===== src/rtl/up_pkg.sv =====
// up_pkg: shared definitions for the up interrupt controller.
//   N_IRQ_DEF - default number of peripheral request lines
//   VEC_W_DEF - default vector width, clog2(N_IRQ_DEF)
//   state_t   - controller state: idle, requesting, in service
package up_pkg;

  localparam int unsigned N_IRQ_DEF = 8;
  localparam int unsigned VEC_W_DEF = $clog2(N_IRQ_DEF);

  typedef enum logic [1:0] {
    ST_IDLE = 2'd0,
    ST_REQ  = 2'd1,
    ST_SERV = 2'd2
  } state_t;

endpackage


===== src/rtl/up_int_prio.sv =====
// up_int_prio: combinational lowest-index-wins priority encoder.
//   req   - request vector (N_IRQ bits)
//   idx   - index of the lowest set bit (0 when none set)
//   valid - at least one bit of req is set
module up_int_prio
  import up_pkg::*;
#(
  parameter int unsigned N_IRQ = N_IRQ_DEF,
  parameter int unsigned VEC_W = VEC_W_DEF
) (
  input  logic [N_IRQ-1:0] req,
  input  logic             valid_unused_guard,
  output logic [VEC_W-1:0] idx,
  output logic             valid
);

  // Scan from the top down so the lowest set index is the last one written.
  always_comb begin
    idx   = '0;
    valid = 1'b0;
    for (int i = N_IRQ - 1; i >= 0; i--) begin
      if (req[i]) begin
        idx   = VEC_W'(i);
        valid = 1'b1;
      end else begin
        idx   = idx;
        valid = valid | (valid_unused_guard & 1'b0);
      end
    end
  end

endmodule


===== src/rtl/up_int_ctrl.sv =====
// up_int_ctrl: interrupt controller in front of the up core's int input.
// Rising edges on irq set pending bits; pending bits not masked are offered
// to the core one at a time, lowest index first, through an ack/vector and
// end-of-interrupt handshake.
//   clk, rst    - clock and synchronous active-high reset
//   irq         - peripheral request lines, rising edge = request
//   mask_we     - mask register write strobe
//   mask_wdata  - new mask value, bit=1 disables that line
//   intr        - registered interrupt request to the core
//   int_ack     - one-cycle acknowledge from the core
//   int_vec     - registered index of the acknowledged line
//   int_eoi     - one-cycle end-of-interrupt from the core
//   pending     - pending register for status reads
//   in_service  - an acknowledged interrupt is being serviced
module up_int_ctrl
  import up_pkg::*;
#(
  parameter int unsigned N_IRQ = N_IRQ_DEF,
  parameter int unsigned VEC_W = VEC_W_DEF
) (
  input  logic             clk,
  input  logic             rst,
  input  logic [N_IRQ-1:0] irq,
  input  logic             mask_we,
  input  logic [N_IRQ-1:0] mask_wdata,
  output logic             intr,
  input  logic             int_ack,
  output logic [VEC_W-1:0] int_vec,
  input  logic             int_eoi,
  output logic [N_IRQ-1:0] pending,
  output logic             in_service
);

  logic [N_IRQ-1:0] irq_q_r;
  logic [N_IRQ-1:0] mask_r;
  logic [N_IRQ-1:0] edge_s;
  logic [N_IRQ-1:0] eligible_s;
  logic [N_IRQ-1:0] clr_s;
  logic [VEC_W-1:0] win_idx_s;
  logic             win_valid_s;
  logic             take_s;
  state_t           state_r;
  state_t           state_next_s;

  assign edge_s     = irq & ~irq_q_r;
  assign eligible_s = pending & ~mask_r;

  up_int_prio #(
    .N_IRQ (N_IRQ),
    .VEC_W (VEC_W)
  ) u_prio (
    .req                (eligible_s),
    .valid_unused_guard (1'b0),
    .idx                (win_idx_s),
    .valid              (win_valid_s)
  );

  // Next-state logic; take_s marks the cycle an acknowledge is accepted.
  always_comb begin
    state_next_s = state_r;
    take_s       = 1'b0;
    case (state_r)
      ST_IDLE: begin
        if (win_valid_s && !in_service) begin
          state_next_s = ST_REQ;
        end else begin
          state_next_s = ST_IDLE;
        end
      end
      ST_REQ: begin
        // Masking away every candidate withdraws the request.
        if (!win_valid_s) begin
          state_next_s = ST_IDLE;
        end else if (int_ack) begin
          state_next_s = ST_SERV;
          take_s       = 1'b1;
        end else begin
          state_next_s = ST_REQ;
        end
      end
      ST_SERV: begin
        if (int_eoi) begin
          state_next_s = ST_IDLE;
        end else begin
          state_next_s = ST_SERV;
        end
      end
      default: begin
        state_next_s = ST_IDLE;
      end
    endcase
  end

  // One-hot clear of the pending bit that is being acknowledged.
  always_comb begin
    clr_s = '0;
    if (take_s) begin
      clr_s[win_idx_s] = 1'b1;
    end else begin
      clr_s = '0;
    end
  end

  // Edge history, pending, mask, state and registered outputs.
  always_ff @(posedge clk) begin
    if (rst) begin
      irq_q_r    <= '0;
      mask_r     <= '1;
      pending    <= '0;
      state_r    <= ST_IDLE;
      intr       <= 1'b0;
      int_vec    <= '0;
      in_service <= 1'b0;
    end else begin
      irq_q_r    <= irq;
      // A new edge on the bit being acknowledged keeps it pending.
      pending    <= (pending & ~clr_s) | edge_s;
      if (mask_we) begin
        mask_r <= mask_wdata;
      end
      state_r    <= state_next_s;
      intr       <= (state_next_s == ST_REQ);
      in_service <= (state_next_s == ST_SERV);
      if (take_s) begin
        int_vec <= win_idx_s;
      end
    end
  end

endmodule


===== config.mk =====
export PLATFORM = sky130hd
export DESIGN_NAME = up_int_ctrl
export DESIGN_NICKNAME = d
export VERILOG_FILES = /design/src/rtl/up_pkg.sv /design/src/rtl/up_int_prio.sv /design/src/rtl/up_int_ctrl.sv
export SDC_FILE = /design/constraint.sdc
export NUM_CORES = 1
export LEC_CHECK = 0
export ABC_AREA = 1
export CAP_MARGIN = 25
export CELL_PAD_IN_SITES_DETAIL_PLACEMENT = 0
export CELL_PAD_IN_SITES_GLOBAL_PLACEMENT = 1
export CORE_MARGIN = 8
export CORE_UTILIZATION = 34
export CTS_CLUSTER_DIAMETER = 60
export DETAILED_ROUTE_END_ITERATION = 16
export PLACE_DENSITY = 0.85
export SLEW_MARGIN = 10
export SYNTH_ARGS = -nofsm -noshare
export SYNTH_HDL_FRONTEND = slang
export SYNTH_SLANG_ARGS = --single-unit

===== constraint.sdc =====
create_clock -name clk -period 1.2 [get_ports clk]
set_input_delay 0.24 -clock clk [delete_from_list [all_inputs] [get_ports clk]]
set_output_delay 0.24 -clock clk [all_outputs]
set_load 0.02 [all_outputs]

==> results list, run 1 <==
- The top cell types in the final layout, fill and taps aside, are nand2_1, inv_1, dfxtp_1, clkdlybuf4s50_1, nor2_1.
* Total of buffers placed on input and output ports: 33
- From synthesis to final layout, the design area changed by 49.27%.
- The final layout contains 258 nets.
- Warnings, synthesis: 0
* Layout cell share with drive strength beyond 1: 37.39%
* Dominant combinational cell family by area after synthesis: simple AND/OR/NAND/NOR gates
- Across the VDD grid, the largest voltage drop is 0.0008542 V.
- Measured against its own limit, the worst slew margin works out to 84.62%.
- Summing all multi-input logic gate instances after layout gives 665.6 um^2.
- Most common library cell in the layout ignoring fill and taps: nand2_1
* Outcome: finished, violations left
- Worst-Skew Late Latency: 0.28 ns
- Along the worst hold path, the cell count comes to 3.
- Synth Area per Inst: 7.320 um^2
- The number of antenna violations at the first check in global routing is 0.
- Data required time of the critical path: 1.37 ns
- On the critical path, the stage with the largest delay is an instance of dfxtp_4.
- The die is 79.45 um wide.
- Type of destination of the critical path: register
- The filler cells instantiated in the layout total 406.
- Worst setup endpoint: pending[5]
- Maximum clock path buffer count: 2
- Detailed Routing Iterations Pass 1: 2
- Clock tree synthesis inserted a total of 5 buffers.
- Post-Route WL: 3.066 mm
- Setup violations remaining at the end of the flow were counted as 3.
* Number of hold violations in the final report: 0
* Ranking of synthesized cells by area: dfxtp_1, nand2_1, inv_1
- The initial utilization of the core area, before any placement, comes to 34.72%.
* XOR/XNOR share of the synthesized area: 0%
- Setup repair after global routing could not meet its margin everywhere.
* Max Cap Viol: 0
- Routability-driven placement finished with a final weighted congestion of 0.8061.
- Count of mapped cells out of synthesis: 187
* Share of the synthesized area in compound gates (AO/OA/AOI/OAI): 9.963%
* Pins Over Slew Limit: 0
- Post-Synth Adder-Cell Area: 0%
- Yosys cell types: 22
* Register area share after synthesis: 45.34%
- CTS tree: built
* Number of design rule violations left after detail routing: 0
- Along the worst path, the maximum fanout reaches 3.
* Worst path max stage delay: 0.36 ns
* H-Tree Level Count: 2
* Std-Cell Core Area: 3943 um^2
- The number of cells on the worst reg-to-reg path is 8.
- Of the total synthesized cell area, the portion taken by AND, OR, NAND and NOR gates is 32.63%.
* CP cell instances: nand2_4 > nand2_4 > nor2_8 > nand4_4 > nor2_4 > nand3_2 > nand2_1 > nand2_1
- Reg2reg start: pending[2]
- The final critical path takes up 101.5% of the cycle.
- Post-synthesis mux area share: 0%
- Initial drt markers: 39
- Once placement completed, the tool counted placed cells totaling 271.
- Global routing used 10.35% of the available tracks across all layers.
- STA classifies the critical path startpoint as a register.
* Minimum setup slack among reg-to-reg paths: -0.02 ns
- Type of the setup path with the least slack: register to register
- Post-CTS clock slew at the launch and capture registers of the worst setup and hold paths: 0.06 ns
- After detailed routing, the number of vias per cell comes to 4.215.
- FF+latch area: 636.9 um^2
- Final worst setup slack: -0.01757 ns
- Of the post-synthesis cell area, the dominant cell type holds 45.34%.
- Number of I/O pins: 34
* Count of antenna diodes in the layout: 0
- Number of sinks driven by the clock tree: 31
* Number of nets with antenna violations after routing: 0
- Die height: 79.45 um
- Post-synthesis sequential element count: 31
- Post-route non-filler standard cell count: 288
- Worst hold path class: register to register
- For this design the static power due to leakage is 0.0009869 uW.
* Max Clock Skew: 0.005824 ns
* HPWL Detailed: 2.196 mm
- Average wire per cell in the routed design: 10.65 um
- Origin of the worst setup path: pending[2]
* Arrival time at the worst endpoint: 1.39 ns
- OpenSTA, run right after detailed placement, puts the worst setup slack at -0.2370 ns.
- First-pass GRT wire length: 5.181 mm
- At the pin with the least slew margin, the transition time is 0.2282 ns.
* Maximum number of pins on one net before global-route repair: 32
* Standard-cell row count: 23
* Top achievable clock speed: 821.3 MHz
- Summing over every cut layer, the via total after detailed routing is 1214.
- Die footprint: 6312 um^2
* P per Cell Area: 1327 nW/um^2
* Overall overflow remaining after global route: 0
- Cell chosen for the clock root: clkbuf_8
- Capture instance of the worst register-to-register path: pending[5]
- The final reports fail on negative setup slack.
- The number of global-route vias before repair was 1161.
* Synthesized netlist net count: 208
- Area leader, netlist: dfxtp_1
- After layout, the minimum clock period comes to 1.218 ns.
- After synthesis the cells add up to 1369 um^2.
-- what timing repair did --
action                     4_1_cts  5_1_grt
pin swaps                        9       15
setup endpoints to repair       20       19
gates resized for setup         32       41
setup buffers                    3        6
hold buffers                     0        0
-- power breakdown --
part / leakage, uW / internal [uW] / switching, uW
logic: 0.000667 / 231 / 282
clock network: 0.0000612 / 671 / 367
registers: 0.000259 / 1110 / 49.1
total: 0.000987 / 2010 / 698
-- cells in the mapped netlist, drive strengths merged --
cell type,n
nand4,3
inv,40
o21bai,1
dfxtp,31
clkbuf,4
nor2,22
nand2,53
nand3,4
a21oi,15
nor3,2
or3,1
or2,1
o21ai,10
-- area by class of cell --
class / count / share of cell area (%)
clock inverters: 2 / 1.715
inverters: 40 / 7.471
well taps: 50 / 3.062
multi-input cells: 112 / 32.58
clock buffers: 6 / 4.042
repair buffers: 47 / 19.96
flip-flops and latches: 31 / 31.17
-- state kept, by name, summed over array words and instances, names as in the netlist --
register / flops
intr: 1
mask_r: 8
in_service: 1
irq_q_r: 8
pending: 8
state_r: 2
int_vec: 3
-- kinds of logic (layout without fill, tap and decap cells) --
kind of cell | Yosys count | in the layout
AO/OA/AOI/OAI | 26 | 26
buffers and inverters | 44 | 95
flip-flops | 31 | 31
AND/OR/NAND/NOR | 86 | 86
-- worst min path at each step --
stage / start / end / slack (ns)
3_3_place_gp: irq_q_r[2] / pending[2] / 0.44
5_1_grt: irq[7] / irq_q_r[7] / 0.48
6_report: irq_q_r[2] / pending[2] / 0.45
4_1_cts: irq_q_r[2] / pending[2] / 0.46
2_1_floorplan: rst / irq_q_r[0] / 0.32
3_5_place_dp: irq_q_r[2] / pending[2] / 0.44
-- critical path: cells and delay by family (launching register included) --
kind | cells | cell delay [ns]
and+or+nand+nor | 8 | 0.75
DFF | 1 | 0.36
-- routing by layer --
metal / up-vias / share of wire (%) / GRT usage, %
met5: - / 0 / 0
met4: 0 / 2.0 / 6.111
met3: 6 / 5.1 / 3.378
met2: 23 / 48 / 15.97
met1: 519 / 45 / 12.21
li1: 666 / - / -
-- stage by stage --
stage | hold slack, ns | instance area (um^2) | util, % | setup TNS, ns | power [uW]
final | 0.4536 | 2043 | 51.82 | -0.02346 | 2712
after global routing | 0.4816 | 2043 | 51.82 | -0.6598 | 2864
after CTS | 0.4559 | 1969 | 49.95 | 0 | 2702
after detailed placement | 0.4407 | 1818 | 46.11 | -2.051 | 1656
after global placement | 0.4354 | 1818 | 46.11 | -1.769 | 1651
after floorplan | 0.3226 | 1378 | - | 0 | 1444
Power figures use the tool's default switching activity.
==> run 2, diff against run 1 <==
Settings changed: CORE_UTILIZATION 34 to 33, SYNTH_HIERARCHICAL from default to 1.
==> run 2 against run 1 <==
Net effect:
- the run still ends with negative setup slack left
- synthesized cell count up 11%
- maximum frequency down 21%
- total power up 0.33%
- first-iteration DRC count down 49%
- combinational power up 30%
- sequential cell count unchanged
- worst hold slack worse by 0.0022 ns
- utilization up 2.3 points
- die area up 0.69%
- final area up 4.5%
- count of clock-buffer cells in the layout up 1
- highest routed layer unchanged
==> results list, run 2 <==
* Overall overflow remaining after global route: 0
* Max-slew headroom: 84.89%
- Filler Cells Inserted: 399
* Layout net count: 286
* Pins Over Slew Limit: 0
- Counting I/O delays and the setup requirement, the final critical path takes 1.551 ns.
- Number of global-route vias before repair: 1244
* VDD IR max: 0.0006509 V
* Hold Worst Slack: 0.4514 ns
- Initial Utilization: 33.99%
- The finished cells cover 2135 um^2.
- Syn Std Cell Area: 1340 um^2
* Post-CTS clock slew at the launch and capture registers of the worst setup and hold paths: 0.06 ns
* Period Utilization, post-route: 129.2%
- Routability-driven placement finished with a final weighted congestion of 0.7570.
- The die covers 6356 um^2.
* Most common library cell in the layout ignoring fill and taps: nand2_1
- Number of sinks driven by the clock tree: 31
* Placement Cell Area: 1897 um^2
- Worst-Skew Late Latency: 0.28 ns
- The final layout contains routed wiring with a total length of 3.214 mm.
- Overall power consumption after layout is estimated at 2721 uW.
- Setup repair after global routing could not meet its margin everywhere.
- Number of hold buffers added after CTS: 0
- Crit start category: register
- Via-per-instance ratio: 4.149
* Number of buffers created by CTS: 5
- Number of design rule violations left after detail routing: 0
- Largest fanout of any net on the critical path: 4
- The tool flagged a number of max-cap violations equal to 0.
- Setup violations remaining at the end of the flow were counted as 15.
- For this design the static power due to leakage is 0.001034 uW.
- For this design the top-level I/O count stands at 34.
- Before antenna repair, the detailed router went through 4 iterations.
- In this run the horizontal extent of the chip is 79.73 um.
- Antenna violations before repair: 0
* Initial drt markers: 20
* Top flop regs: irq_q_r x8, mask_r x8, pending x8
* Total of buffers placed on input and output ports: 33
- Across all layers, the routed design uses 1311 vias.
- Maximum number of pins on one net before global-route repair: 17
- The final reports fail on negative setup slack.
- The clock tree synthesis step divided the H-tree into 2 levels.
- Cell chosen for the clock root: clkbuf_8
- The count of nets left with antenna violations once routing finished came out at 0.
- Std-Cell Core Area: 3943 um^2
- Arrival time at the worst endpoint: 1.73 ns
- Count of mapped cells out of synthesis: 207
- After detailed routing, the average wire length per cell comes to 10.17 um.
* Global-route usage over all layers: 10.50%
- Prior to clock tree synthesis, the placed netlist has a worst setup slack of -0.2816 ns.
* P per Cell Area: 1275 nW/um^2
- Commonest cells after routing, fill and taps aside: nand2_1, inv_1, nor2_1
* Syn-to-layout area delta: 59.29%
- Based on the critical path, the design can be clocked at up to 644.9 MHz.
* Standard-cell row count: 23
- A synthesized cell averages 6.474 um^2.
- Type of destination of the critical path: register
* Final worst setup slack: -0.3507 ns
- Count of antenna diodes in the layout: 0
* Data required time of the critical path: 1.38 ns
- Number of hold violations in the final report: 0
* Max Clock Skew: 0.003851 ns
* CTS tree: built
* Outcome: finished, violations left
- The first global-routing pass estimated 5.202 mm of wire.
- Slew at the pin closest to its max-slew limit: 0.2258 ns
- The HPWL after detailed placement is 2.315 mm.
- Synthesized netlist net count: 228
- Layout cell share with drive strength beyond 1: 37.22%
- Yosys printed 6 warnings.
- Worst hold path class: register to register
* Type of the setup path with the least slack: register to register
- Measured on the finished design, the core utilization comes to 54.14%.
- Measured along the y axis, the die boundary spans 79.73 um.
- In this run the deepest clock path goes through 2 buffers.
[run 2: metal layers]
layer	wire length [um]	GRT usage, %	vias up	share of wire, %
met4	53	5.000	0	1.6
met1	1517	12.11	557	47
met5	0	0	-	0
met3	187	4.842	6	5.8
li1	-	-	719	-
met2	1455	16.06	29	45
[run 2: report_power, final]
part	internal (uW)	switching [uW]
Sequential	1110	41.2
Combinational	314	353
Clock	521	379
Total	1950	773
[run 2: timing repair]
| item | 4_1_cts | 5_1_grt |
|---|---|---|
| gates resized for setup | 43 | 46 |
| setup endpoints to repair | 28 | 19 |
| pin swaps | 12 | 25 |
| setup buffers | 4 | 1 |
[run 2: final cells by class]
| type | count | area, um^2 | share of cell area (%) |
|---|---|---|---|
| Sequential cell | 31 | 640.6 | 30.01 |
| Tap cell | 50 | 62.56 | 2.931 |
| Timing Repair Buffer | 56 | 488.0 | 22.86 |
| Multi-Input combinational cell | 129 | 679.4 | 31.83 |
| Inverter | 42 | 160.2 | 7.503 |
| Clock inverter | 1 | 7.507 | 0.3517 |
| Clock buffer | 7 | 96.34 | 4.513 |
[run 2: final timing paths]
check | startpoint | end | slack [ns] | cells after the start
worst min-delay path | irq_q_r[0] | pending[0] | 0.45 | 3
worst max-delay path | pending[6] | int_vec[0] | -0.35 | 10
worst min register to register | irq_q_r[0] | pending[0] | 0.45 | 3
worst max register to register | pending[6] | int_vec[0] | -0.35 | 10
[run 2: stage by stage]
step                TNS [ns]  cells
floorplan             -2.125    207
global placement      -3.334    303
detailed placement    -3.673    303
CTS                   -3.254    315
global route          -6.089    316
finish                -4.698    316
[run 2: critical path: stages, from the launching register on]
cell and delay (ns):
dfxtp_4 0.35, inv_2 0.05, nor2_2 0.04, or2_4 0.26, nor3_4 0.26, nand2_2 0.10
nand2_2 0.09, nor2_4 0.05, buf_6 0.12, nor2_2 0.08, nor2_1 0.05
